### config.mk
export PLATFORM = sky130hd
export DESIGN_NAME = data_memory_stage
export DESIGN_NICKNAME = d
export VERILOG_FILES = /design/src/rtl/data_memory_stage.sv
export SDC_FILE = /design/constraint.sdc
export NUM_CORES = 1
export LEC_CHECK = 0
export ABC_AREA = 1
export BUFFER_PORTS_ARGS = -buffer_cell sky130_fd_sc_hd__buf_2
export CAP_MARGIN = 20
export CORE_ASPECT_RATIO = 1.25
export CORE_UTILIZATION = 40
export CTS_CLUSTER_SIZE = 24
export DETAILED_ROUTE_END_ITERATION = 8
export PLACE_DENSITY_LB_ADDON = 0.05
export SLEW_MARGIN = 40
export SYNTH_ARGS = -nofsm -noshare
export SYNTH_HDL_FRONTEND = slang
export SYNTH_SLANG_ARGS = --single-unit
### constraint.sdc
create_clock -name CLK -period 4.55 [get_ports CLK]
set_input_delay 0.2275 -clock CLK [delete_from_list [all_inputs] [get_ports CLK]]
set_output_delay 0.2275 -clock CLK [all_outputs]
set_load 0.01 [all_outputs]
### src/rtl/data_memory_stage.sv
// Three-stage data-memory pipeline: DM1 issues word-aligned cache requests, DM2 waits
// for the load response, DM3 extracts/extends load data and picks the write-back value.
module data_memory_stage #(
  parameter int ADDRESS_WIDTH     = 32,
  parameter int REG_ADDRESS_WIDTH = 5
) (
  input  logic                         CLK,
  input  logic                         RST,
  input  logic                         STALL_DATA_MEMORY_STAGE,
  input  logic [REG_ADDRESS_WIDTH-1:0] RD_ADDRESS_IN,
  input  logic [ADDRESS_WIDTH-1:0]     ALU_OUT,
  input  logic [2:0]                   DATA_CACHE_LOAD_IN,
  input  logic [1:0]                   DATA_CACHE_STORE_IN,
  input  logic [31:0]                  DATA_CACHE_STORE_DATA_IN,
  input  logic                         WRITE_BACK_MUX_SELECT_IN,
  input  logic                         RD_WRITE_ENABLE_IN,
  output logic [ADDRESS_WIDTH-1:0]     DATA_CACHE_ADDRESS,
  output logic [31:0]                  DATA_CACHE_WRITE_DATA,
  output logic [3:0]                   DATA_CACHE_BYTE_ENABLE,
  output logic                         DATA_CACHE_READ_REQ,
  output logic                         DATA_CACHE_WRITE_REQ,
  input  logic                         DATA_CACHE_READY,
  input  logic [31:0]                  DATA_CACHE_READ_DATA,
  input  logic                         DATA_CACHE_READ_VALID,
  output logic [31:0]                  RD_DATA_DM1,
  output logic [31:0]                  RD_DATA_DM2,
  output logic [31:0]                  RD_DATA_DM3,
  output logic [REG_ADDRESS_WIDTH-1:0] RD_ADDRESS_OUT,
  output logic [31:0]                  RD_DATA_OUT,
  output logic                         RD_WRITE_ENABLE_OUT,
  output logic                         CACHE_STALL,
  output logic                         MISALIGNED_FAULT
);
  localparam logic [2:0] LD_LB = 3'd1, LD_LH = 3'd2, LD_LW = 3'd3, LD_LBU = 3'd4, LD_LHU = 3'd5;
  localparam logic [1:0] ST_SB = 2'd1, ST_SH = 2'd2, ST_SW = 2'd3;

  typedef struct packed {
    logic                         we;
    logic [REG_ADDRESS_WIDTH-1:0] rd;
    logic [ADDRESS_WIDTH-1:0]     alu;
    logic [2:0]                   ld;
    logic                         wb;
  } stage_t;

  stage_t      r_dm1, r_dm2, r_dm3;
  logic [1:0]  r_dm1_st;
  logic [31:0] r_dm1_sd, r_dm1_rdata, r_dm2_rdata, r_dm3_rdata;
  logic        r_dm1_acc, r_dm1_flt, r_dm1_got, r_dm2_pend;

  logic [2:0]  w_in_ld;
  logic [1:0]  w_a;
  logic        w_mis, w_ok, w_req, w_acc, w_hold;
  logic        w_rsp_dm1, w_dm1_have;
  logic [31:0] w_dm1_word, w_dm2_word;
  logic [7:0]  w_byte;
  logic [15:0] w_half;
  logic [31:0] w_ext, w_final;

  // A store wins over a simultaneous load code; undefined load codes mean no load.
  assign w_in_ld = (DATA_CACHE_STORE_IN != 2'd0 || DATA_CACHE_LOAD_IN > LD_LHU) ? 3'd0 : DATA_CACHE_LOAD_IN;

  assign w_a   = r_dm1.alu[1:0];
  assign w_mis = ((r_dm1.ld == LD_LH || r_dm1.ld == LD_LHU || r_dm1_st == ST_SH) && w_a[0]) ||
                 ((r_dm1.ld == LD_LW || r_dm1_st == ST_SW) && w_a != 2'd0);
  assign w_ok  = (r_dm1.ld != 3'd0 || r_dm1_st != 2'd0) && !w_mis;
  assign w_req = w_ok && !r_dm1_acc && !STALL_DATA_MEMORY_STAGE;
  assign w_acc = w_req && DATA_CACHE_READY;

  assign CACHE_STALL = (w_ok && !r_dm1_acc && !w_acc) || (r_dm2_pend && !DATA_CACHE_READ_VALID);
  assign w_hold      = STALL_DATA_MEMORY_STAGE || CACHE_STALL;

  // Responses are in order: the DM2 load owns it first, else an accepted load still held in DM1.
  assign w_rsp_dm1  = DATA_CACHE_READ_VALID && !r_dm2_pend && r_dm1_acc && r_dm1.ld != 3'd0 && !r_dm1_got;
  assign w_dm1_have = r_dm1_got || w_rsp_dm1;
  assign w_dm1_word = r_dm1_got ? r_dm1_rdata : DATA_CACHE_READ_DATA;
  assign w_dm2_word = r_dm2_pend ? DATA_CACHE_READ_DATA : r_dm2_rdata;

  assign DATA_CACHE_ADDRESS   = {r_dm1.alu[ADDRESS_WIDTH-1:2], 2'b00};
  assign DATA_CACHE_READ_REQ  = w_req && r_dm1.ld != 3'd0;
  assign DATA_CACHE_WRITE_REQ = w_req && r_dm1_st != 2'd0;
  assign MISALIGNED_FAULT     = w_mis && !r_dm1_flt;

  always_comb begin
    DATA_CACHE_BYTE_ENABLE = 4'b0000;
    DATA_CACHE_WRITE_DATA  = r_dm1_sd;
    case (r_dm1_st)
      ST_SB: begin
        DATA_CACHE_BYTE_ENABLE = 4'b0001 << w_a;
        DATA_CACHE_WRITE_DATA  = {4{r_dm1_sd[7:0]}};
      end
      ST_SH: begin
        DATA_CACHE_BYTE_ENABLE = 4'b0011 << {w_a[1], 1'b0};
        DATA_CACHE_WRITE_DATA  = {2{r_dm1_sd[15:0]}};
      end
      ST_SW: DATA_CACHE_BYTE_ENABLE = 4'b1111;
      default: ;
    endcase
  end

  always_ff @(posedge CLK) begin
    if (RST) begin
      r_dm1 <= '0; r_dm2 <= '0; r_dm3 <= '0;
      r_dm1_st <= '0; r_dm1_sd <= '0; r_dm1_rdata <= '0; r_dm2_rdata <= '0; r_dm3_rdata <= '0;
      r_dm1_acc <= 1'b0; r_dm1_flt <= 1'b0; r_dm1_got <= 1'b0; r_dm2_pend <= 1'b0;
    end else begin
      if (!w_hold) begin
        r_dm1.we    <= RD_WRITE_ENABLE_IN && RD_ADDRESS_IN != '0;
        r_dm1.rd    <= RD_ADDRESS_IN;
        r_dm1.alu   <= ALU_OUT;
        r_dm1.ld    <= w_in_ld;
        r_dm1.wb    <= WRITE_BACK_MUX_SELECT_IN;
        r_dm1_st    <= DATA_CACHE_STORE_IN;
        r_dm1_sd    <= DATA_CACHE_STORE_DATA_IN;
        r_dm1_acc   <= 1'b0;
        r_dm1_flt   <= 1'b0;
        r_dm1_got   <= 1'b0;
        // A misaligned op continues only as a bubble.
        r_dm2.we    <= r_dm1.we && !w_mis;
        r_dm2.rd    <= r_dm1.rd;
        r_dm2.alu   <= r_dm1.alu;
        r_dm2.ld    <= w_mis ? 3'd0 : r_dm1.ld;
        r_dm2.wb    <= r_dm1.wb;
        r_dm2_pend  <= r_dm1.ld != 3'd0 && !w_mis && !w_dm1_have;
        r_dm2_rdata <= w_dm1_word;
      end else begin
        if (w_acc) r_dm1_acc <= 1'b1;
        if (w_mis) r_dm1_flt <= 1'b1;
        if (w_rsp_dm1) begin
          r_dm1_got   <= 1'b1;
          r_dm1_rdata <= DATA_CACHE_READ_DATA;
        end
        if (r_dm2_pend && DATA_CACHE_READ_VALID) begin
          r_dm2_pend  <= 1'b0;
          r_dm2_rdata <= DATA_CACHE_READ_DATA;
        end
      end
      if (!STALL_DATA_MEMORY_STAGE) begin
        r_dm3       <= CACHE_STALL ? '0 : r_dm2;
        r_dm3_rdata <= CACHE_STALL ? '0 : w_dm2_word;
      end
    end
  end

  assign w_byte = r_dm3_rdata[{r_dm3.alu[1:0], 3'b000} +: 8];
  assign w_half = r_dm3_rdata[{r_dm3.alu[1], 4'b0000} +: 16];

  always_comb begin
    case (r_dm3.ld)
      LD_LB:   w_ext = {{24{w_byte[7]}}, w_byte};
      LD_LH:   w_ext = {{16{w_half[15]}}, w_half};
      LD_LBU:  w_ext = {24'd0, w_byte};
      LD_LHU:  w_ext = {16'd0, w_half};
      default: w_ext = r_dm3_rdata;
    endcase
  end

  assign w_final             = r_dm3.wb ? w_ext : 32'(r_dm3.alu);
  assign RD_DATA_DM1         = 32'(r_dm1.alu);
  assign RD_DATA_DM2         = 32'(r_dm2.alu);
  assign RD_DATA_DM3         = w_final;
  assign RD_DATA_OUT         = w_final;
  assign RD_ADDRESS_OUT      = r_dm3.rd;
  assign RD_WRITE_ENABLE_OUT = r_dm3.we;
endmodule

Word-level counts from Yosys, hierarchy flattened
Cells that the tools add are included.
{"block": "totals", "word_cells": 100, "output_inout_bits": 206, "register_bits": 260}
{"block": "classes", "order_cmp": 1, "mux": 14, "n_reduce_logical": 45, "shift": 4, "n_bitwise": 1, "eq_ne": 11}
{"cell": "32-bit two-way mux", "n": 6}
{"cell": "32-bit case mux with 4 select lines", "n": 1}
{"cell": "32-bit case mux with 2 select lines", "n": 1}
{"cell": "42-bit two-way mux", "n": 1}
{"cell": "32-bit by 6-bit indexed part select with 16-bit output", "n": 1}
{"cell": "32-bit by 6-bit indexed part select with 8-bit output", "n": 1}
{"cell": "1-bit logical AND", "n": 20}
{"cell": "4-bit case mux with 3 select lines", "n": 1}
{"cell": "3-bit by 2-bit equality test with 1-bit output, second input constant", "n": 3}
{"cell": "3-bit equality test, second input constant", "n": 3}
{"cell": "1-bit logical NOT", "n": 9}
{"cell": "1-bit logical OR", "n": 9}
{"cell": "3-bit two-way mux", "n": 2}
{"cell": "2-bit nonzero test", "n": 3}
{"cell": "5-bit nonzero test", "n": 1}
{"cell": "2-bit equality test, second input constant", "n": 2}
{"cell": "1-bit by 2-bit left shift with 4-bit output, first input constant", "n": 1}
{"cell": "2-bit by 2-bit left shift with 4-bit output, first input constant", "n": 1}
{"cell": "3-bit by 1-bit equality test with 1-bit output, second input constant", "n": 1}
{"cell": "3-bit > comparator, second input constant", "n": 1}
{"cell": "3-bit nonzero test", "n": 1}
{"cell": "2-bit by 1-bit equality test with 1-bit output, second input constant", "n": 1}
{"cell": "1-bit two-way mux", "n": 2}
{"cell": "2-bit by 1-bit != test with 1-bit output, second input constant", "n": 1}
{"cell": "3 further kinds", "n": 3}

Depth between registers and ports, before layout
Gate-level depths: netlist of the first run.
{"block": "logic_depth", "depth_word": 16, "mapped_depth": 12, "mapped_depth_nobuf": 11}

Least setup slack after synthesis of the first run
OpenSTA, ideal clock, no wires.
{"block": "synth_timing", "path_kind": "reg2out", "from": "reg r_dm3[5] (netlist name)", "to": "out RD_DATA_OUT[23]", "setup_slack_ns": 2.452, "stages_incl_launch_ff": 10, "required_time_ns": 4.323, "t_arrival_ns": 1.870, "path_cell_list": "dfxtp_1 -> buf_2 -> nand2_1 -> nand2_1 -> inv_1 -> o21ai_1 -> buf_2 -> a21oi_1 -> o21ai_0 -> buf_4"}
{"block": "synth_between", "elab_chain_len": 3}
{"element": "start: declaration", "line_no": "45", "text": "stage_t r_dm1, r_dm2, r_dm3;"}
{"element": "start signal: assignment", "line_no": "138", "text": "r_dm3 <= CACHE_STALL ? '0 : r_dm2;"}
{"element": "32-bit by 6-bit indexed part select with 16-bit output or 32-bit by 6-bit indexed part select with 8-bit output (tied branches)", "line_no": "145, 144"}
{"element": "32-bit case mux with 4 select lines *", "line_no": "148", "text": "case (r_dm3.ld)"}
{"element": "32-bit two-way mux *", "line_no": "157", "text": "assign w_final = r_dm3.wb ? w_ext : 32'(r_dm3.alu);"}
{"element": "end: declaration", "line_no": "29", "text": "output logic [31:0] RD_DATA_OUT,"}
Every way passes the cells marked *; elsewhere a longest branch is shown, timed or not.

Worst setup path in the final report of the first run
{"block": "layout_timing", "from": "reg r_dm3[5] (netlist name)", "to": "out RD_DATA_DM3[11]"}
{"block": "layout_between", "elab_chain_len": 3}
{"element": "32-bit by 6-bit indexed part select with 16-bit output or 32-bit by 6-bit indexed part select with 8-bit output (tied branches)", "line_no": "145, 144"}
{"element": "32-bit case mux with 4 select lines *", "line_no": "148"}
{"element": "32-bit two-way mux *", "line_no": "157"}
{"element": "end: declaration", "line_no": "27", "text": "output logic [31:0] RD_DATA_DM3,"}
Marks and branches as above.

==> impl_results.md, run 1 <==
- Status: complete, no violations
- Largest stage delay, worst path: 0.64 ns
- Layout cells sized above 1: 21.3%
- Post-CTS setup buffer count: 0
- Largest net degree at the start of global routing: 130
- Max stage delay cell, worst path: dfxtp_1
- Final net count: 2,110
- Effective utilization at floorplan: 40.5%
- RSZ-0062 raised after global routing: false
- Crit path DAT: 3.00 ns
- Cells after Synth: 1,789
- CP Capture Type: primary output
- Vias in the first global route: 11,100
- CTS HTree Levels: 1
- Clock skew: 0.0114 ns
- Post-Route WL: 39,600 µm
- IO Pins: 319
- Power per cell area: 369 nW/µm²
- Minimum clock period: 3.23 ns
- CTS tree: yes
- Area contributors post-synth: dfxtp_1, nand2_1, a21oi_1, buf_4, nand3_1
- Layout filler cell count: 3,265
- Post-Synth Simple-Gate Area: 22.9%
- Max Cap Violations: 0
- Initial DRC count: 768
- Die extent in y: 203 µm
- Std cell rows: 73
- Leak Pwr: 0.00656 µW
- Fin. max-slew vios: 0
- Mux share of post-synthesis cell area: 5.75%
- Tcrit/Tclk final: 70.9%
- Residual DRC: 0
- Cell variety after synth: 30
- Final non-filler cell area: 15,600 µm²
- Maximum fanout along the worst path: 17
- DP Cell Count: 2,268
- Die area: 32,900 µm²
- Area delta synth->final: 21.2%
- First-pass GRT wire length: 61,000 µm
- Post-route antenna net violation count: 0
- Slew HR: 45.5%
- Worst Tran Pin Value: 0.818 ns
- Antenna violations before repair: 0
- Adder-cell area share of the yosys netlist: 0.486%
- Fin cells: 2,424
- # diodes: 0
- CTS buffer count: 29
- Final setup violating endpoints: 0
- Worst-Skew Late Latency: 0.56 ns
- Detailed Routing Iterations Pass 1: 5
- Clk buf depth: 3
- Hold Path Class: input port to flop
- # clock sinks: 260
- Max Clock Freq: 310 MHz
- Buf+Inv Stages, Crit Path: 2
- Post-DP Area: 13,600 µm²
- Setup tns final: 0 ns
- Worst hold slack: 0.0491 ns
- Syn Area/Cell: 7.20 µm²
- Critical Path RT: 4.32 ns
- GRT Total Usage: 23.3%
- Compound-Gate Fraction of Synth Area: 15.8%
- Core area: 31,800 µm²
- VDD IR max: 260 µV
- Critical path's most frequent cell: nand2_1
- Area leader, netlist: dfxtp_1
- Clock Pin Slew Worst Setup and Hold Paths: 0.06 ns
- GRT overflow: 0
- Startpoint types: flop
- Share of the synthesized area in the top cell type: 40.4%
- Synth warn: 0
- Final Hold Viols: 0
- Yosys reg bits: 260
- Vias: 12,200
- Main combinational cell family by area after synthesis: simple AND/OR/NAND/NOR gates
- Post-synthesis sequential area ratio: 40.4%
- Root Buffer: clkbuf_16
- Synthesized area: 12,900 µm²
- Routability cong.: 0.854
- XOR/XNOR share of the synthesized area: 0%
- I/O Buffers: 316
- HPWL Detailed: 24,900 µm
- WL/cell: 16.3 µm
- DR vias/cell: 5.04
- Worst-path cell chain: inv_1 > nand2_1 > nand2_1 > o211ai_1 > nand2_1 > o221ai_1 > nand2_1 > buf_2
- Cell family with most CP delay: simple AND/OR/NAND/NOR gates
- Critical path class: flop to primary output
- DIE WIDTH: 162 µm
==> cells in the final DEF (no fill, tap or decap), drive strengths merged, types with 3 or more instances in the layout <==
| master | instances |
|---|---|
| clkbuf | 38 |
| o21ai | 63 |
| bufinv | 3 |
| a21oi | 281 |
| dlygate4sd3 | 105 |
| nor2 | 13 |
| nand4 | 32 |
| o221ai | 12 |
| dfxtp | 260 |
| inv | 74 |
| o211ai | 6 |
| mux2i | 38 |
| o22ai | 16 |
| mux2 | 32 |
| clkinv | 11 |
| buf | 333 |
| nand3 | 88 |
| ha | 5 |
| nand2 | 591 |
==> metrics by stage <==
stage | setup WS [ns] | power, µW | util (%)
2_1_floorplan | 2.45 | 3110 | -
3_5_place_dp | 1.51 | 3330 | 42.7
5_1_grt | 1.11 | 6030 | 49.1
6_report | 1.32 | 5750 | 49.1
3_3_place_gp | 1.62 | 3320 | 42.6
4_1_cts | 1.27 | 5820 | 49.1
==> power breakdown <==
group	leakage (µW)	switching [µW]	internal [µW]	total [µW]
Sequential	0.00212	93.5	2400	2490
Combinational	0.00396	522	336	858
Clock	0.000486	975	1430	2410
Total	0.00656	1590	4160	5750
==> cell usage after synthesis (all sizes together) <==
cell type / instances
conb: 1
nand3: 88
nor2: 13
a31oi: 2
o41ai: 1
a21oi: 281
o21ai: 63
o221ai: 12
mux2: 32
ha: 5
nor3: 2
o211ai: 6
o22ai: 16
a211o: 1
mux2i: 38
clkinv: 2
nand4: 32
buf: 194
inv: 73
dfxtp: 260
o2111ai: 1
clkbuf: 73
or2: 2
nand2: 591
==> worst min-delay path, stage by stage <==
cell	delay [ns]
buf_2	0.10
nand2_1	0.06
o21ai_0	0.08
nand2_1	0.06
inv_1	0.03
==> state kept, by name, indices dropped and copies added (netlist names) <==
signal and flops:
r_dm3 36, RD_DATA_DM1 32, RD_DATA_DM2 32, r_dm1_rdata 32
r_dm1_sd 32, r_dm2_rdata 32, r_dm3_rdata 32, r_dm1 10
r_dm2 10, RD_ADDRESS_OUT 5, r_dm1_st 2, RD_WRITE_ENABLE_OUT 1
r_dm1_acc 1, r_dm1_flt 1, r_dm1_got 1, r_dm2_pend 1
==> final timing paths <==
path,from,end,slack (ns),depth (start not counted)
hold / removal,DATA_CACHE_LOAD_IN[0],r_dm1[1],0.05,5
setup reg to reg,r_dm1_st[0],r_dm1_sd[11],1.56,12
hold reg to reg,r_dm3[26],r_dm3[26],0.45,2
setup / recovery,r_dm3[5],RD_DATA_DM3[11],1.32,8
==> metal layers <==
metal  track usage (%)  vias up  part of all wire [%]
li1                  -     6155                     -
met1              29.9     5640                    44
met2              39.7      356                    48
met3              3.13       70                   5.2
met4              8.15        0                   2.9
met5                 0        -                     0
==> area by class of cell <==
| type | instances | area, µm² | share of cell area (%) |
|---|---|---|---|
| Sequential cell | 260 | 5210 | 33.4 |
| Clock inverter | 13 | 148 | 0.946 |
| Tap cell | 412 | 515 | 3.30 |
| Inverter | 75 | 287 | 1.84 |
| Clock buffer | 38 | 820 | 5.25 |
| Multi-Input combinational cell | 1188 | 5800 | 37.2 |
| Timing Repair Buffer | 438 | 2820 | 18.1 |
==> cell families (layout without fill, tap and decap cells) <==
family / Yosys count / in the layout
flip-flops: 260 / 260
adder cells (fa/ha/maj): 5 / 5
AO/OA/AOI/OAI: 383 / 383
multiplexers: 70 / 70
buffers and inverters: 342 / 564
other: 1 / 2
AND/OR/NAND/NOR: 728 / 728
==> timing repair <==
| item | 4_1_cts | 5_1_grt |
|---|---|---|
| hold endpoints to repair | 105 | 0 |
| resized for setup | 0 | 0 |
| hold buffers | 105 | 0 |
No activity file was read; power rests on OpenSTA's default activity.
==> run 2, diff against run 1 <==
Clock period 4.55 ns to 3 ns, I/O delays scaled along.
==> impl_results.md, run 2 (synthesis gave the netlist of run 1 again) <==
- Status: complete, no violations
- Vias in the first global route: 11,200
- Std cell rows: 73
- Critical Path RT: 2.85 ns
- CTS tree: yes
- Die area: 32,900 µm²
- IO Pins: 319
- I/O Buffers: 316
- Power per cell area: 577 nW/µm²
- Biggest register: r_dm3
- Max Cap Violations: 0
- Leading cell type in the layout, fill and taps excluded: nand2_1
- FF-to-FF Start: r_dm1_st[0]
- DIE WIDTH: 162 µm
- Most frequent cells in the layout: nand2_1, buf_2, a21oi_1
- Tcrit/Tclk final: 94.4%
- DR vias/cell: 5.01
- WL/cell: 16.5 µm
- Post-Route WL: 40,200 µm
- Largest register FFs: 36
- Setup tns final: 0 ns
- CP Capture Type: primary output
- CTS buffer count: 29
- Place WS: 0.581 ns
- Routability cong.: 0.843
- Met3 wire len: 1750 µm
- Maximum fanout along the worst path: 17
- Worst Tran Pin Value: 0.814 ns
- Worst hold start: RST
- CTS HTree Levels: 1
- GRT overflow: 0
- Final worst slack: 0.168 ns
- Antenna violations before repair: 1
- Critical path class: flop to primary output
- Die extent in y: 203 µm
- GRT Total Usage: 23.5%
- Final Hold Viols: 0
- Max Clock Freq: 353 MHz
- Leak Pwr: 0.00668 µW
- WL met1: 17,800 µm
- Core area: 31,800 µm²
- Clk buf depth: 3
- Clock skew: 0.0139 ns
- Crit path from: r_dm3[5]
- Area delta synth->final: 23.0%
- Minimum clock period: 2.83 ns
- Final setup violating endpoints: 0
- Top sig layer: met4
- RSZ-0062 raised after global routing: false
- Wire length on met2: 19,300 µm
- Final net count: 2,125
- HPWL Detailed: 25,600 µm
- Layout filler cell count: 3,270
- Slew HR: 45.8%
- Root Buffer: clkbuf_16
- Layout cells sized above 1: 21.7%
- Effective utilization at floorplan: 40.5%
- Residual DRC: 0
- Largest net degree at the start of global routing: 172
- Worst-Skew Late Latency: 0.54 ns
- Clock Pin Slew Worst Setup and Hold Paths: 0.07 ns
- Startpoint types: flop
- First-pass GRT wire length: 61,900 µm
- VDD IR max: 386 µV
- Vias: 12,200
- Detailed Routing Iterations Pass 1: 5
- Post-route antenna net violation count: 0
- Initial DRC count: 992
- # clock sinks: 260
- Crit path DAT: 2.68 ns
- Hold Path Class: input port to flop
- Fin. max-slew vios: 0
run 2: final timing paths:
check,depth (start not counted),to,slack (ns)
hold reg to reg,2,r_dm3[26],0.46
setup / recovery,11,RD_DATA_DM3[26],0.17
setup reg to reg,10,r_dm2_rdata[25],0.60
hold / removal,2,r_dm3[18],0.09
run 2: per-layer routing:
layer / GRT usage, % / up-vias
met4: 9.00 / 0
met3: 2.64 / 71
met1: 30.6 / 5626
met2: 39.5 / 341
met5: 0 / -
li1: - / 6182
run 2: stage by stage:
stage | total power [µW] | util [%] | std cells | area (µm²) | hold WS [ns]
floorplan | 4720 | - | 1790 | 12900 | 0.293
global placement | 5050 | 43.0 | 2280 | 13700 | 0.399
detailed placement | 5060 | 43.0 | 2280 | 13700 | 0.404
CTS | 9230 | 49.8 | 2439 | 15800 | 0.0756
global route | 9520 | 49.8 | 2440 | 15800 | 0.0993
finish | 9140 | 49.8 | 2440 | 15800 | 0.0933
run 2: repair_timing:
item	4_1_cts	5_1_grt
hold buffers	108	0
cloned	0	0
pin swaps	0	0
setup endpoints to repair	6	6
resized for setup	1	2
buffers inserted	0	0
hold endpoints to repair	140	0
run 2: power breakdown:
group / total [µW] / switching, µW / internal [µW]
Clock: 4050 / 1480 / 2570
Combinational: 1320 / 802 / 523
Sequential: 3770 / 134 / 3630
Total: 9140 / 2420 / 6730
run 2: final cells by class:
type / instances / area, µm² / share of cell area, %
inverters: 75 / 288 / 1.82
clock inverters: 14 / 273 / 1.72
flip-flops and latches: 260 / 5210 / 32.9
repair buffers: 453 / 2950 / 18.6
well taps: 412 / 515 / 3.26
diodes: 1 / 2.50 / 0.0158
clock buffers: 37 / 806 / 5.09
multi-input cells: 1188 / 5790 / 36.6
run 2: worst max-delay path, cell delays in order (launching register included):
cell	delay, ns
dfxtp_1	0.31
buf_4	0.20
inv_1	0.06
buf_4	0.19
nand2_1	0.07
nand2_1	0.09
o211ai_1	0.22
o21ai_1	0.09
buf_4	0.20
a21oi_1	0.35
o21ai_0	0.18
buf_2	0.17
==> run 3, diff against run 2 <==
Settings changed: BUFFER_PORTS_ARGS -buffer_cell sky130_fd_sc_hd__buf_2 to default, DONT_BUFFER_PORTS from default to 1.
==> impl_results.md, run 3 (synthesis gave the netlist of run 1 again) <==
- Fin. max-slew vios: 0
- Crit. path cell count: 9
- WL/cell: 18.7 µm
- Root Buffer: clkbuf_16
- CTS HTree Levels: 1
- Std cell rows: 73
- CTS tree: yes
- Status: complete, no violations
- Final net count: 1,876
- Leading cell type in the layout, fill and taps excluded: nand2_1
- Vias in the first global route: 10,900
- Residual DRC: 0
- Critical Path RT: 2.85 ns
- Leak Pwr: 0.00561 µW
- Buf+Inv Stages, Crit Path: 3
- Die extent in y: 203 µm
- DIE WIDTH: 162 µm
- Max stage delay cell, worst path: o21ai_0
- Detailed Routing Iterations Pass 1: 5
- Startpoint types: flop
- RSZ-0062 raised after global routing: false
- Worst-path cell chain: buf_4 > inv_1 > nand2_1 > nand2_1 > o211ai_1 > nand2_1 > nor3_1 > o21ai_0 > buf_4
- R2r setup slk: 0.24 ns
- Clock Pin Slew Worst Setup and Hold Paths: 0.06 ns
- Fin cells: 2,192
- CTS buffer count: 28
- Final setup violating endpoints: 0
- Total design power: 8550 µW
- Routability cong.: 0.839
- Area delta synth->final: 15.1%
- DP Cell Count: 1,979
- Clock skew: 0.0165 ns
- Largest register FFs: 36
- Hold Path Depth: 3
- GRT Total Usage: 23.8%
- DR vias/cell: 5.26
- Antenna violations before repair: 0
- Final Hold Viols: 0
- First-pass GRT wire length: 62,200 µm
- Setup tns final: 0 ns
- Worst-Skew Late Latency: 0.56 ns
- Biggest register: r_dm3
- Most frequent cells in the layout: nand2_1, a21oi_1, dfxtp_1
- Post-route antenna net violation count: 0
- Post-Route WL: 41,000 µm
- Worst hold slack: 0.0361 ns
- Slew HR: 45.6%
- Power per cell area: 577 nW/µm²
- Final non-filler cell area: 14,800 µm²
- Vias: 11,500
- Initial DRC count: 730
- Layout cells sized above 1: 7.98%
- IO Pins: 319
- VDD IR max: 393 µV
- Hold Path Class: input port to flop
- # diodes: 0
- Worst Tran Pin Value: 0.816 ns
- Reg2reg path depth: 11
- Minimum clock period: 2.79 ns
- Largest stage delay, worst path: 0.36 ns
- Die area: 32,900 µm²
- Effective utilization at floorplan: 40.5%
- Post-DP Area: 12,200 µm²
- Maximum fanout along the worst path: 17
- Critical path class: flop to primary output
- Core area: 31,800 µm²
- # clock sinks: 260
- Largest net degree at the start of global routing: 166
- Clk buf depth: 3
- I/O Buffers: 0
- Crit path DAT: 2.64 ns
- Tcrit/Tclk final: 93.1%
- HPWL Detailed: 24,300 µm
- CP Capture Type: primary output
- Critical path's most frequent cell: nand2_1
- Cell family with most CP delay: buffers and inverters
- Max Clock Freq: 358 MHz
- Max Cap Violations: 0
- GRT overflow: 0
- Layout filler cell count: 3,282
run 3: per-layer routing:
layer,GRT usage [%],routed length (µm),up-vias
met1,30.2,17600,5399
met4,7.14,1080,0
met3,4.82,2690,62
met5,0,0,-
met2,40.2,19600,376
li1,-,-,5689
run 3: per-stage QoR:
stage          utilization (%)  setup slack (ns)
4_1_cts                   46.2             0.115
2_1_floorplan                -             0.980
6_report                  46.6             0.206
3_3_place_gp              38.3             0.627
5_1_grt                   46.6            0.0102
3_5_place_dp              38.3             0.606
run 3: final cells by class:
type	count	area [µm²]	share of cell area (%)
Clock buffer	43	828	5.59
Clock inverter	9	100	0.675
Inverter	75	297	2.00
Multi-Input combinational cell	1188	5790	39.1
Sequential cell	260	5210	35.1
Tap cell	412	515	3.48
Timing Repair Buffer	204	2070	14.0
Timing Repair inverter	1	8.76	0.0591
run 3: worst min-delay path, delay by kind of cell:
family / cells / cell delay (ns)
multiplexers: 1 / 0.19
AND/OR/NAND/NOR: 1 / 0.08
AO/OA/AOI/OAI: 1 / 0.13
run 3: what timing repair did:
action	CTS	global route
cloned	0	3
endpoints found under the setup margin	16	85
gates resized for setup	0	8
endpoints found under the hold margin	259	0
hold buffers	152	0
pin swaps	1	1
buffers inserted	4	2
run 3: where the power goes:
part	switching (µW)	internal, µW	total, µW
logic	709	464	1170
clock network	1480	2070	3540
registers	198	3630	3830
total	2380	6160	8550
run 3: path summary, 6_finish.rpt:
| check | endpoint | startpoint |
|---|---|---|
| max | RD_DATA_OUT[7] | r_dm3[5] |
| min | r_dm3_rdata[17] | DATA_CACHE_READ_DATA[17] |
| max reg2reg | r_dm1_rdata[29] | r_dm1_st[0] |
| min reg2reg | r_dm3[26] | r_dm3[26] |
